--- src/rtl/mtr_pkg.sv ---
// Shared motor-drive types and constants for the PWM duty decoder and its helpers.
package mtr_pkg;

    localparam logic [11:0] DUTY_MID       = 12'h800;
    localparam int          DEF_PWM_PERIOD = 4096;

    typedef enum logic {ACQ, LOCK} pwm_dec_state_t;

    typedef logic signed [11:0] spd_t;

endpackage

--- src/rtl/pwm_sync.sv ---
// Two-flop synchronizer for an asynchronous PWM pin. A third flop provides a
// rising-edge pulse that is aligned with the synchronized level.
module pwm_sync (
    input  logic clk,
    input  logic rst_n,
    input  logic i_async,
    output logic o_sync,
    output logic o_rise
);

    logic r_meta;
    logic r_sync;
    logic r_prev;

    always_ff @(posedge clk or negedge rst_n) begin
        if (!rst_n) begin
            r_meta <= 1'b0;
            r_sync <= 1'b0;
            r_prev <= 1'b0;
        end else begin
            r_meta <= i_async;
            r_sync <= r_meta;
            r_prev <= r_sync;
        end
    end

    assign o_sync = r_sync;
    assign o_rise = r_sync & ~r_prev;

endmodule

--- src/rtl/pwm_duty_decoder.sv ---
// Measures PWM1 high time per PWM period and publishes duty/speed once per window.
// Define PWM_OVLP_CHK_EN to add PWM1/PWM2 overlap detection and publish suppression.
//
// state | meaning
// ACQ   | free-running window, waiting for a PWM1 rise to align to
// LOCK  | window aligned to PWM1 rise; an off-position rise restarts it
module pwm_duty_decoder
    import mtr_pkg::*;
#(
    parameter int PERIOD = DEF_PWM_PERIOD,
    parameter bit INVERT = 1'b0
) (
    input  logic        clk,
    input  logic        rst_n,
    input  logic        PWM1,
    input  logic        PWM2,
    input  logic        clr_err,
    output logic [11:0] duty,
    output spd_t        spd,
    output logic        vld,
    output logic        locked,
    output logic        sync_err,
    output logic        ovlp_err
);

    localparam int            WW = $clog2(PERIOD);
    localparam int            SH = 12 - WW;
    localparam logic [WW-1:0] TC = WW'(PERIOD - 1);

    logic w_p1;
    logic w_rise;
    logic w_ovlp;

    pwm_sync u_sync_pwm1 (
        .clk     (clk),
        .rst_n   (rst_n),
        .i_async (PWM1),
        .o_sync  (w_p1),
        .o_rise  (w_rise)
    );

`ifdef PWM_OVLP_CHK_EN
    logic w_p2;
    logic w_unused_rise2;
    logic r_ovlp_err;

    pwm_sync u_sync_pwm2 (
        .clk     (clk),
        .rst_n   (rst_n),
        .i_async (PWM2),
        .o_sync  (w_p2),
        .o_rise  (w_unused_rise2)
    );

    assign w_ovlp = w_p1 & w_p2;

    // Set has priority over a simultaneous clear.
    always_ff @(posedge clk or negedge rst_n) begin
        if (!rst_n)       r_ovlp_err <= 1'b0;
        else if (w_ovlp)  r_ovlp_err <= 1'b1;
        else if (clr_err) r_ovlp_err <= 1'b0;
    end

    assign ovlp_err = r_ovlp_err;
`else
    logic w_unused_pwm2;

    assign w_unused_pwm2 = PWM2;
    assign w_ovlp        = 1'b0;
    assign ovlp_err      = 1'b0;
`endif

    pwm_dec_state_t    r_state;
    logic [WW-1:0]     r_wcnt;
    logic [WW:0]       r_hcnt;
    logic              r_rise_seen;
    logic              r_miss_win;
    logic              r_ovlp_win;

    logic              w_tc;
    logic [WW:0]       w_hnext;
    logic [WW-1:0]     w_hsat;
    logic [11:0]       w_duty_new;
    logic signed [12:0] w_spd_wide;
    spd_t              w_spd_new;

    assign w_tc    = (r_wcnt == TC);
    assign w_hnext = r_hcnt + (WW+1)'(w_p1);
    assign w_hsat  = w_hnext[WW] ? TC : w_hnext[WW-1:0];

    always_comb begin
        w_duty_new = 12'(w_hsat) << SH;
        if (INVERT)
            w_spd_wide = $signed({1'b0, DUTY_MID}) - $signed({1'b0, w_duty_new});
        else
            w_spd_wide = $signed({1'b0, w_duty_new}) - $signed({1'b0, DUTY_MID});
        // Only INVERT with duty 0 reaches +2048.
        w_spd_new = (w_spd_wide > 13'sd2047) ? 12'sh7FF : w_spd_wide[11:0];
    end

    always_ff @(posedge clk or negedge rst_n) begin
        if (!rst_n) begin
            r_state     <= ACQ;
            r_wcnt      <= '0;
            r_hcnt      <= '0;
            r_rise_seen <= 1'b0;
            r_miss_win  <= 1'b0;
            r_ovlp_win  <= 1'b0;
            duty        <= DUTY_MID;
            spd         <= '0;
            vld         <= 1'b0;
            locked      <= 1'b0;
            sync_err    <= 1'b0;
        end else begin
            vld <= 1'b0;
            if (clr_err) sync_err <= 1'b0;

            // A rise anywhere except the wrap position realigns the window.
            if (w_rise && (r_state == ACQ || r_wcnt != '0)) begin
                if (r_state == LOCK) sync_err <= 1'b1;
                r_state     <= LOCK;
                locked      <= 1'b1;
                r_wcnt      <= WW'(1);
                r_hcnt      <= (WW+1)'(1);
                r_rise_seen <= 1'b1;
                r_miss_win  <= 1'b0;
                r_ovlp_win  <= w_ovlp;
            end else begin
                r_wcnt <= r_wcnt + WW'(1);
                if (w_rise) r_rise_seen <= 1'b1;
                if (w_tc) begin
                    r_hcnt     <= '0;
                    r_ovlp_win <= 1'b0;
                    if (!(r_ovlp_win || w_ovlp)) begin
                        duty <= w_duty_new;
                        spd  <= w_spd_new;
                        vld  <= 1'b1;
                    end
                    if (r_state == LOCK) begin
                        r_rise_seen <= 1'b0;
                        if (r_rise_seen) begin
                            r_miss_win <= 1'b0;
                        end else if (r_miss_win) begin
                            r_state    <= ACQ;
                            locked     <= 1'b0;
                            r_miss_win <= 1'b0;
                        end else begin
                            r_miss_win <= 1'b1;
                        end
                    end
                end else begin
                    r_hcnt     <= w_hnext;
                    r_ovlp_win <= r_ovlp_win | w_ovlp;
                end
            end
        end
    end

endmodule

--- config.mk ---
export PLATFORM = sky130hd
export DESIGN_NAME = pwm_duty_decoder
export DESIGN_NICKNAME = d
export VERILOG_FILES = /design/src/rtl/mtr_pkg.sv /design/src/rtl/pwm_sync.sv /design/src/rtl/pwm_duty_decoder.sv
export SDC_FILE = /design/constraint.sdc
export NUM_CORES = 1
export LEC_CHECK = 0
export CAP_MARGIN = 25
export CORE_MARGIN = 1.5
export CORE_UTILIZATION = 45
export CTS_BUF_LIST = sky130_fd_sc_hd__clkbuf_4 sky130_fd_sc_hd__clkbuf_8
export CTS_CLUSTER_DIAMETER = 40
export DETAILED_ROUTE_END_ITERATION = 8
export GPL_TIMING_DRIVEN = 0
export HOLD_SLACK_MARGIN = 0.03
export PLACE_DENSITY = 0.63
export SLEW_MARGIN = 10
export SYNTH_ARGS = -nofsm -noshare
export SYNTH_HDL_FRONTEND = slang
export SYNTH_SLANG_ARGS = --single-unit
--- constraint.sdc ---
create_clock -name clk -period 3.3 [get_ports clk]
set_clock_uncertainty 0.1 [all_clocks]
set_input_delay 0.99 -clock clk [delete_from_list [all_inputs] [get_ports clk]]
set_output_delay 0.99 -clock clk [all_outputs]
set_load 0.05 [all_outputs]
==> flow_metrics.env, run 1 <==
export IMPL_status="completed"
export IMPL_synth_edff_count=0
export IMPL_hold_viol=0
export IMPL_cts_sinks=58
export IMPL_final_setup_tns_ps=0
export IMPL_critPathArrivalTime_ps=2930
export IMPL_path_max_fanout=10
export IMPL_antenna_found_initial=0
export IMPL_cts_setup_buffers=0
export IMPL_fmax_mhz=359.8
export IMPL_clk_latency_ps=330
export IMPL_gp_congestion=0.8296
export IMPL_ctsResizeCount=0
export IMPL_drt_wl_total_um=5094
export IMPL_setup_viol=0
export IMPL_drive_gt1_share_pct=9.420
export IMPL_ys_ff_latch=58
export IMPL_worst_slack_ps=520.9
export IMPL_rsz0062_at_grt="false"
export IMPL_fin_hold_ws_ps=251.6
export IMPL_grt_overflow_total=0
export IMPL_dr_first_iter_drc_count=107
export IMPL_num_antenna_cells=0
export IMPL_detailedPlace_worstSlack_ps=444.0
export IMPL_nets=280
export IMPL_critPathMaxStageDelay_ps=730
export IMPL_crit_top_cell="nand2_1"
export IMPL_path_class="flop to flop"
export IMPL_synth_async_reset_ratio_pct=100.0
export IMPL_stdcell_count=348
export IMPL_max_cap_viol_count=0
export IMPL_syn_inst=230
export IMPL_grt_max_degree=59
export IMPL_die_w_um=78.39
export IMPL_wire_per_inst_um=14.64
export IMPL_fp_coreArea_mm2=0.005507
export IMPL_hold_buffers=0
export IMPL_mostFrequentLayoutCell="dfrtp_1"
export IMPL_yosysTopAreaCell="dfrtp_1"
export IMPL_worstPathRequired_ps=3450
export IMPL_r2r_end="spd[3]"
export IMPL_fp_dieH_um=78.39
export IMPL_worst_ir_drop_vdd_mv=0.3173
export IMPL_avgSynthCellArea_um2=11.12
export IMPL_ys_types=41
export IMPL_vias=1886
export IMPL_syn_nets=239
export IMPL_grt_use_total_pct=19.35
export IMPL_r2r_cells=7
export IMPL_drv_slew=0
export IMPL_power_density_mw_per_mm2=537.8
export IMPL_worst_pin_slew_ps=862.1
export IMPL_via_per_inst=5.420
export IMPL_crit_slowest_cell="nor4_1"
export IMPL_clockBufferDepth=2
export IMPL_grt_pass1_wl_um=8949
export IMPL_cp_start_kind="flop"
export IMPL_ys_flop_type="dfrtp_1"
export IMPL_final_cell_mix="dfrtp_1 (57), clkdlybuf4s50_1 (29), nor2_1 (21)"
export IMPL_ys_seq_area_share_pct=56.80
export IMPL_crit_chain="ha_1 -> nand2_1 -> nor4_1 -> nand2_1 -> inv_2 -> buf_4 -> a2bb2oi_1"
export IMPL_netlist_area_mm2=0.002557
export IMPL_endpoint_kind="flop"
export IMPL_numPortBuffers=30
export IMPL_num_rows=27
export IMPL_maxSlewHeadroom_pct=41.99
export IMPL_hold_path_depth=0
export IMPL_clk_transition_reported_paths_ps=70
export IMPL_power_mw=1.694
export IMPL_dieArea_mm2=0.006144
export IMPL_drc=0
export IMPL_p_leak_nw=1.398
export IMPL_synth_top_cell_area_share_pct=55.77
export IMPL_hold_class="flop to flop"
export IMPL_firstDrtPassIters=4
export IMPL_min_period_ps=2779
export IMPL_period_share_pct=84.22
export IMPL_grt_pass1_vias=1844
export IMPL_place_hpwl_um=3422
export IMPL_reg2reg_from="r_wcnt[0]"
export IMPL_min_to="u_sync_pwm1.o_sync"
export IMPL_min_from="u_sync_pwm1.r_meta"
export IMPL_startpoint="r_wcnt[0]"
export IMPL_r2r_slack_ps=520
export IMPL_root_buffer="clkbuf_8"
export IMPL_placed_cells=332
export IMPL_postRouteAntennaNets=0
export IMPL_ys_warnings_count=0
export IMPL_areaGrowthSynthToFinish_pct=23.14
export IMPL_initial_core_util_pct=46.44
export IMPL_ys_top_cells_by_area="dfrtp_1 (56%), a2bb2oi_1 (5.5%), xnor2_1 (3.8%), nor2_1 (3.1%), xor2_1 (2.4%)"
export IMPL_cts_tree="done"
export IMPL_htreeDepth=3
export IMPL_ios=33
export IMPL_numCtsBuffers=9
[cell usage after synthesis (2+ instances only)]
master     instances
o21ai_0            9
nand2_1           12
ha_1               4
and2_1             2
a31oi_1            2
a41o_1             2
inv_1              9
xnor2_1           11
o31a_1             2
buf_2              2
o31ai_1            3
nand4_1            6
nor2_1            21
o2bb2ai_1          4
xor2_1             7
dfrtp_1           57
buf_4              2
clkbuf_1           6
nand3_1           10
nor3_1             5
and3_1             5
or3_1              2
nand2b_1           2
or4b_1             2
a2bb2oi_1         16
or4_1              6
a21oi_1            6
nor4_1             2
[cell families after synthesis]
| logic type | Yosys count | share of synthesized area [%] |
|---|---|---|
| compound gates | 49 | 14.29 |
| xor+xnor | 18 | 6.164 |
| fa+ha+maj | 4 | 1.957 |
| buf+inv | 21 | 3.767 |
| flops | 58 | 56.80 |
| other cells | 1 | 0.1466 |
| simple gates | 79 | 16.88 |
[registers in the layout, summed over array words and instances (netlist names), 12 cells and up]
signal / cells
r_wcnt: 12
r_hcnt: 13
spd: 12
duty: 12
[how the worst max path moves through the flow]
stage / slack [ps] / to
2_1_floorplan: 960 / spd[2]
3_3_place_gp: -650 / r_wcnt[4]
3_5_place_dp: 440 / spd[3]
4_1_cts: 440 / spd[3]
5_1_grt: 190 / spd[3]
6_report: 520 / spd[3]
[worst max-delay path, delay by kind of cell, from the launching register on]
family,cells,cell delay (ps)
fa+ha+maj,1,250
simple gates,3,1260
compound gates,1,180
flops,1,430
buf+inv,2,460
[final cells by class]
class / instances / area (µm²)
Buffer: 11 / 58.81
Inverter: 10 / 37.54
Fill cell: 486 / 2357
Clock inverter: 5 / 52.55
Multi-Input combinational cell: 151 / 1008
Tap cell: 72 / 90.09
Clock buffer: 11 / 151.4
Sequential cell: 58 / 1453
Timing Repair Buffer: 30 / 297.8
[per-layer routing]
metal  part of all wire [%]  GRT usage (%)  vias to the layer above
met4                    2.5          10.54                        0
li1                       -              -                      920
met2                     44          27.22                       39
met1                     50          27.86                      916
met3                    3.4          4.070                       11
met5                      0              0                        -
[per-stage QoR]
stage / util, % / cell area (µm²)
floorplan: - / 2557
finish: 57.19 / 3149
global route: 57.19 / 3149
CTS: 57.19 / 3149
global placement: 53.53 / 2948
detailed placement: 53.49 / 2945
[power by group]
group | switching (mW) | internal (mW) | leakage [nW] | total [mW]
sequential | 0.0579 | 0.764 | 0.770 | 0.822
combinational | 0.134 | 0.0743 | 0.523 | 0.208
clock | 0.278 | 0.385 | 0.105 | 0.663
total | 0.470 | 1.22 | 1.40 | 1.69
No activity file was read; power rests on OpenSTA's default activity.
==> inputs of run 2 (changes only) <==
--- a/config.mk
+++ b/config.mk
@@ -13,7 +13,7 @@
 export DETAILED_ROUTE_END_ITERATION = 8
 export GPL_TIMING_DRIVEN = 0
 export HOLD_SLACK_MARGIN = 0.03
-export PLACE_DENSITY = 0.63
+export PLACE_DENSITY = 0.66
 export SLEW_MARGIN = 10
 export SYNTH_ARGS = -nofsm -noshare
 export SYNTH_HDL_FRONTEND = slang
==> constraint.sdc (replaced) <==
create_clock -name clk -period 2.4 [get_ports clk]
set_clock_uncertainty 0.1 [all_clocks]
set_input_delay 0.72 -clock clk [delete_from_list [all_inputs] [get_ports clk]]
set_output_delay 0.72 -clock clk [all_outputs]
set_load 0.05 [all_outputs]
==> flow_metrics.env, run 2 (same netlist as run 1, synthesis figures left out) <==
export IMPL_clk_latency_ps=330
export IMPL_wire_per_inst_um=15.44
export IMPL_final_setup_tns_ps=0
export IMPL_gp_congestion=0.7828
export IMPL_critPathArrivalTime_ps=1530
export IMPL_grt_pass1_vias=1788
export IMPL_mostFrequentLayoutCell="dfrtp_1"
export IMPL_htreeDepth=3
export IMPL_worst_ir_drop_vdd_mv=0.4174
export IMPL_dieArea_mm2=0.006144
export IMPL_p_comb_share_pct=14.2
export IMPL_path_class="flop to output pin"
export IMPL_antenna_found_initial=0
export IMPL_numPortBuffers=30
export IMPL_power_density_mw_per_mm2=734.3
export IMPL_via_per_inst=5.529
export IMPL_fp_dieH_um=78.39
export IMPL_worst_pin_slew_ps=700.4
export IMPL_grt_overflow_total=0
export IMPL_grt_pass1_wl_um=8935
export IMPL_hold_path_depth=0
export IMPL_hold_class="flop to flop"
export IMPL_status="completed"
export IMPL_path_max_fanout=2
export IMPL_swShare_pct=27.23
export IMPL_drv_slew=0
export IMPL_endpoint_kind="output pin"
export IMPL_cp_num_cells=1
export IMPL_largest_reg_flops=13
export IMPL_r2r_end="duty[2]"
export IMPL_numCtsBuffers=9
export IMPL_p_clk_share_pct=38.4
export IMPL_firstDrtPassIters=4
export IMPL_crit_family="buffers and inverters"
export IMPL_min_period_ps=2348
export IMPL_clk_transition_reported_paths_ps=60
export IMPL_die_w_um=78.39
export IMPL_setup_viol=0
export IMPL_cts_sinks=58
export IMPL_final_cell_mix="dfrtp_1 (51), clkdlybuf4s50_1 (28), nor2_1 (21)"
export IMPL_power_switching_mw=0.6637
export IMPL_crit_slowest_cell="clkdlybuf4s50_1"
export IMPL_p_int_mw=1.774
export IMPL_place_hpwl_um=3425
export IMPL_p_leak_nw=1.470
export IMPL_path_buf_inv=1
export IMPL_p_seq_share_pct=47.3
export IMPL_worstPathRequired_ps=1580
export IMPL_drive_gt1_share_pct=18.25
export IMPL_maxSlewHeadroom_pct=53.31
export IMPL_min_to="u_sync_pwm1.o_sync"
export IMPL_drc=0
export IMPL_num_rows=27
export IMPL_cts_tree="done"
export IMPL_max_cap_viol_count=0
export IMPL_dr_first_iter_drc_count=135
export IMPL_fp_coreArea_mm2=0.005507
export IMPL_vias=1974
export IMPL_areaGrowthSynthToFinish_pct=29.79
export IMPL_grt_max_degree=59
export IMPL_r2r_cells=7
export IMPL_nets=289
export IMPL_drt_wl_total_um=5512
export IMPL_min_from="u_sync_pwm1.r_meta"
export IMPL_hold_viol=0
export IMPL_num_antenna_cells=0
export IMPL_postRouteAntennaNets=0
export IMPL_reg2reg_from="r_wcnt[0]"
export IMPL_initial_core_util_pct=46.44
export IMPL_grt_use_total_pct=19.24
export IMPL_crit_chain="clkdlybuf4s50_1"
export IMPL_clockBufferDepth=2
export IMPL_final_core_util_pct=60.28
export IMPL_top_register="r_hcnt"
export IMPL_r2r_slack_ps=80
export IMPL_critPathMaxStageDelay_ps=810
export IMPL_ios=33
export IMPL_fmax_mhz=425.9
export IMPL_cp_start_kind="flop"
export IMPL_period_share_pct=97.83
export IMPL_root_buffer="clkbuf_8"
## run 2: cell types whose count changed in the layout (fill, tap and decap cells not counted), moves of 2 or more
cell,change
nor4_4,+2
clkbuf_4,+3
clkbuf_1,-2
ha_1,-2
dfrtp_2,+6
nor4_1,-2
nand2_1,-2
buf_4,+11
dfrtp_1,-6
clkinv_2,-2
## run 2: worst max-delay path by stage
stage	end	from	slack, ps
3_3_place_gp	r_wcnt[4]	rst_n	-1330
4_1_cts	spd[7]	u_sync_pwm1.o_sync	10
6_report	spd[11]	spd[11]	50
3_5_place_dp	spd[7]	r_wcnt[0]	-470
2_1_floorplan	spd[2]	r_wcnt[0]	60
5_1_grt	duty[4]	u_sync_pwm1.o_sync	-5
## run 2: area by class of cell
cell class	count	area (µm²)
clock buffers	14	173.9
fillers	448	2187
clock inverters	2	35.03
plain buffers	10	58.81
inverters	10	40.04
flip-flops and latches	58	1460
multi-input cells	151	1090
well taps	72	90.09
repair buffers	40	371.6
## run 2: what timing repair did
item,4_1_cts,5_1_grt
setup buffers,3,7
pin swaps,1,4
hold buffers,0,0
setup endpoints to repair,26,32
resized for setup,9,18
## run 2: routing by layer
metal / part of all wire (%) / routed length, µm / track usage, %
met1: 51 / 2805 / 29.43
met2: 43 / 2354 / 24.52
met3: 4.3 / 239 / 4.884
met5: 0 / 0 / 0
met4: 2.1 / 113 / 10.18
## run 2: through the flow
step | power, mW | setup WS (ps) | instances | hold slack [ps] | cell area, µm²
global placement | 1.429 | -1332 | 332 | 234.0 | 2948
global route | 2.548 | -4.612 | 357 | 270.6 | 3319
finish | 2.437 | 52.10 | 357 | 247.5 | 3319
floorplan | 1.336 | 62.10 | 230 | 231.2 | 2557
CTS | 2.378 | 9.598 | 351 | 248.8 | 3211
detailed placement | 1.434 | -470.9 | 332 | 235.5 | 2945
## run 2: power groups by stage
stage                     registers (mW)  clock network [mW]  logic [mW]
final                               1.15               0.937       0.347
after detailed placement            1.15                   0       0.288
after global routing                1.16                1.00       0.384
after floorplan                     1.14                   0       0.193
after CTS                           1.13               0.952       0.297
after global placement              1.14                   0       0.285
==> inputs of run 3 (changes only) <==
--- a/config.mk
+++ b/config.mk
@@ -6,15 +6,13 @@
 export NUM_CORES = 1
 export LEC_CHECK = 0
 export CAP_MARGIN = 25
-export CORE_MARGIN = 1.5
 export CORE_UTILIZATION = 45
-export CTS_BUF_LIST = sky130_fd_sc_hd__clkbuf_4 sky130_fd_sc_hd__clkbuf_8
+export CTS_BUF_LIST = sky130_fd_sc_hd__clkbuf_4
 export CTS_CLUSTER_DIAMETER = 40
 export DETAILED_ROUTE_END_ITERATION = 8
 export GPL_TIMING_DRIVEN = 0
 export HOLD_SLACK_MARGIN = 0.03
 export PLACE_DENSITY = 0.66
-export SLEW_MARGIN = 10
 export SYNTH_ARGS = -nofsm -noshare
 export SYNTH_HDL_FRONTEND = slang
 export SYNTH_SLANG_ARGS = --single-unit
==> flow_metrics.env, run 3 (same netlist as run 1, synthesis figures left out) <==
export IMPL_status="completed"
export IMPL_root_buffer="clkbuf_4"
export IMPL_antenna_found_initial=0
export IMPL_clk_transition_reported_paths_ps=110
export IMPL_areaGrowthSynthToFinish_pct=30.23
export IMPL_fp_coreArea_mm2=0.005507
export IMPL_wire_per_inst_um=15.05
export IMPL_grt_overflow_total=0
export IMPL_cts_tree="done"
export IMPL_power_density_mw_per_mm2=745.3
export IMPL_drc=0
export IMPL_gp_congestion=0.7482
export IMPL_largest_reg_flops=13
export IMPL_num_antenna_cells=0
export IMPL_die_w_um=77.39
export IMPL_vias=1943
export IMPL_numCtsBuffers=9
export IMPL_worst_slack_ps=71.95
export IMPL_numPortBuffers=30
export IMPL_nets=291
export IMPL_power_mw=2.482
export IMPL_num_fill_cells=464
export IMPL_final_cell_mix="dfrtp_1 (53), nor2_1 (21), a2bb2oi_1 (16)"
export IMPL_r2r_slack_ps=70
export IMPL_firstDrtPassIters=4
export IMPL_critPathCapture="duty[2]"
export IMPL_max_cap_viol_count=0
export IMPL_grt_max_degree=40
export IMPL_grt_pass1_vias=1888
export IMPL_period_share_pct=97.00
export IMPL_cts_sinks=58
export IMPL_hold_class="input pin to async pin"
export IMPL_worstPathRequired_ps=2570
export IMPL_grt_pass1_wl_um=9135
export IMPL_final_setup_tns_ps=0
export IMPL_htreeDepth=3
export IMPL_via_per_inst=5.412
export IMPL_setup_viol=0
export IMPL_fmax_mhz=429.5
export IMPL_worst_pin_slew_ps=635.4
export IMPL_final_core_util_pct=60.49
export IMPL_drt_wl_total_um=5402
export IMPL_initial_core_util_pct=46.44
export IMPL_hold_viol=0
export IMPL_r2r_end="duty[2]"
export IMPL_stdcell_count=359
export IMPL_critPathArrivalTime_ps=2500
export IMPL_num_rows=27
export IMPL_clk_latency_ps=390
export IMPL_fp_dieH_um=77.39
export IMPL_grt_use_met1_pct=28.54
export IMPL_grt_use_total_pct=20.04
export IMPL_detailedPlace_worstSlack_ps=-441.5
export IMPL_ios=33
export IMPL_r2r_cells=8
export IMPL_placed_cells=333
export IMPL_maxSlewHeadroom_pct=57.29
export IMPL_grt_busiest_layer="met1"
export IMPL_grtUsageMet2_pct=28.32
export IMPL_grt_use_met3_pct=5.647
export IMPL_dieArea_mm2=0.005988
export IMPL_path_class="flop to flop"
export IMPL_dr_first_iter_drc_count=102
export IMPL_drv_slew=0
export IMPL_drive_gt1_share_pct=17.07
export IMPL_mostFrequentLayoutCell="dfrtp_1"
export IMPL_endpoint_kind="flop"
export IMPL_top_register="r_hcnt"
export IMPL_place_hpwl_um=3535
export IMPL_worst_ir_drop_vdd_mv=0.3677
export IMPL_postRouteAntennaNets=0
export IMPL_clockBufferDepth=2
export IMPL_startpoint="r_wcnt[0]"
export IMPL_p_leak_nw=1.750
export IMPL_cp_start_kind="flop"
export IMPL_path_max_fanout=9
export IMPL_min_period_ps=2328
export IMPL_reg2reg_from="r_wcnt[0]"
## run 3: cell count changes in the layout (fill, tap and decap cells not counted), sizes merged, moves of 3 or more
cell and change:
clkdlybuf4s50 -26, dlymetal6s2s +14, dlygate4sd2 +12, clkbuf -4, bufinv +3
## run 3: power by group
group / total (mW) / leakage, nW / internal [mW] / switching (mW)
sequential: 1.15 / 0.766 / 1.06 / 0.0913
clock: 1.01 / 0.106 / 0.632 / 0.373
combinational: 0.330 / 0.878 / 0.132 / 0.199
## run 3: cell type report
cell class                      instances  area, µm²  area share, %
Sequential cell                        58       1458          43.76
Multi-Input combinational cell        151       1062          31.89
Timing Repair Buffer                   41      409.1          12.28
Clock inverter                          7      141.4          4.245
Tap cell                               72      90.09          2.705
Clock buffer                            9      67.56          2.029
Buffer                                 11      62.56          1.878
Inverter                               10      40.04          1.202
## run 3: worst max-delay path, cell delays in order (launching register included)
cell	delay, ps
dfrtp_2	420
ha_2	240
nand2_2	100
or4_1	490
buf_2	200
nor4_4	270
buf_4	180
buf_4	140
a2bb2oi_1	70
## run 3: worst min-delay path by stage
stage	from	end	slack [ps]	cells past startpoint
final	rst_n	r_hcnt[8]	170	1
after detailed placement	u_sync_pwm1.r_meta	u_sync_pwm1.o_sync	240	0
after global placement	u_sync_pwm1.r_meta	u_sync_pwm1.o_sync	240	0
after global routing	rst_n	r_hcnt[8]	170	1
after floorplan	u_sync_pwm1.r_meta	u_sync_pwm1.o_sync	230	0
after CTS	rst_n	r_hcnt[8]	170	1
## run 3: repair_timing
| action | in CTS | in global routing |
|---|---|---|
| hold buffers | 0 | 0 |
| buffers inserted | 3 | 6 |
| gates cloned | 0 | 1 |
| pin swaps | 1 | 4 |
| gates resized for setup | 18 | 29 |
| endpoints found under the setup margin | 38 | 47 |
## run 3: stage by stage
stage	hold WS, ps	cell area (µm²)
2_1_floorplan	231.2	2557
3_3_place_gp	236.1	2948
3_5_place_dp	236.3	2963
4_1_cts	169.7	3196
5_1_grt	171.1	3331
6_report	165.8	3331
## run 3: metal layers
metal | up-vias | share of wire [%]
met5 | - | 0
met4 | 0 | 1.2
met3 | 5 | 4.3
met2 | 47 | 44
met1 | 949 | 50
li1 | 942 | -
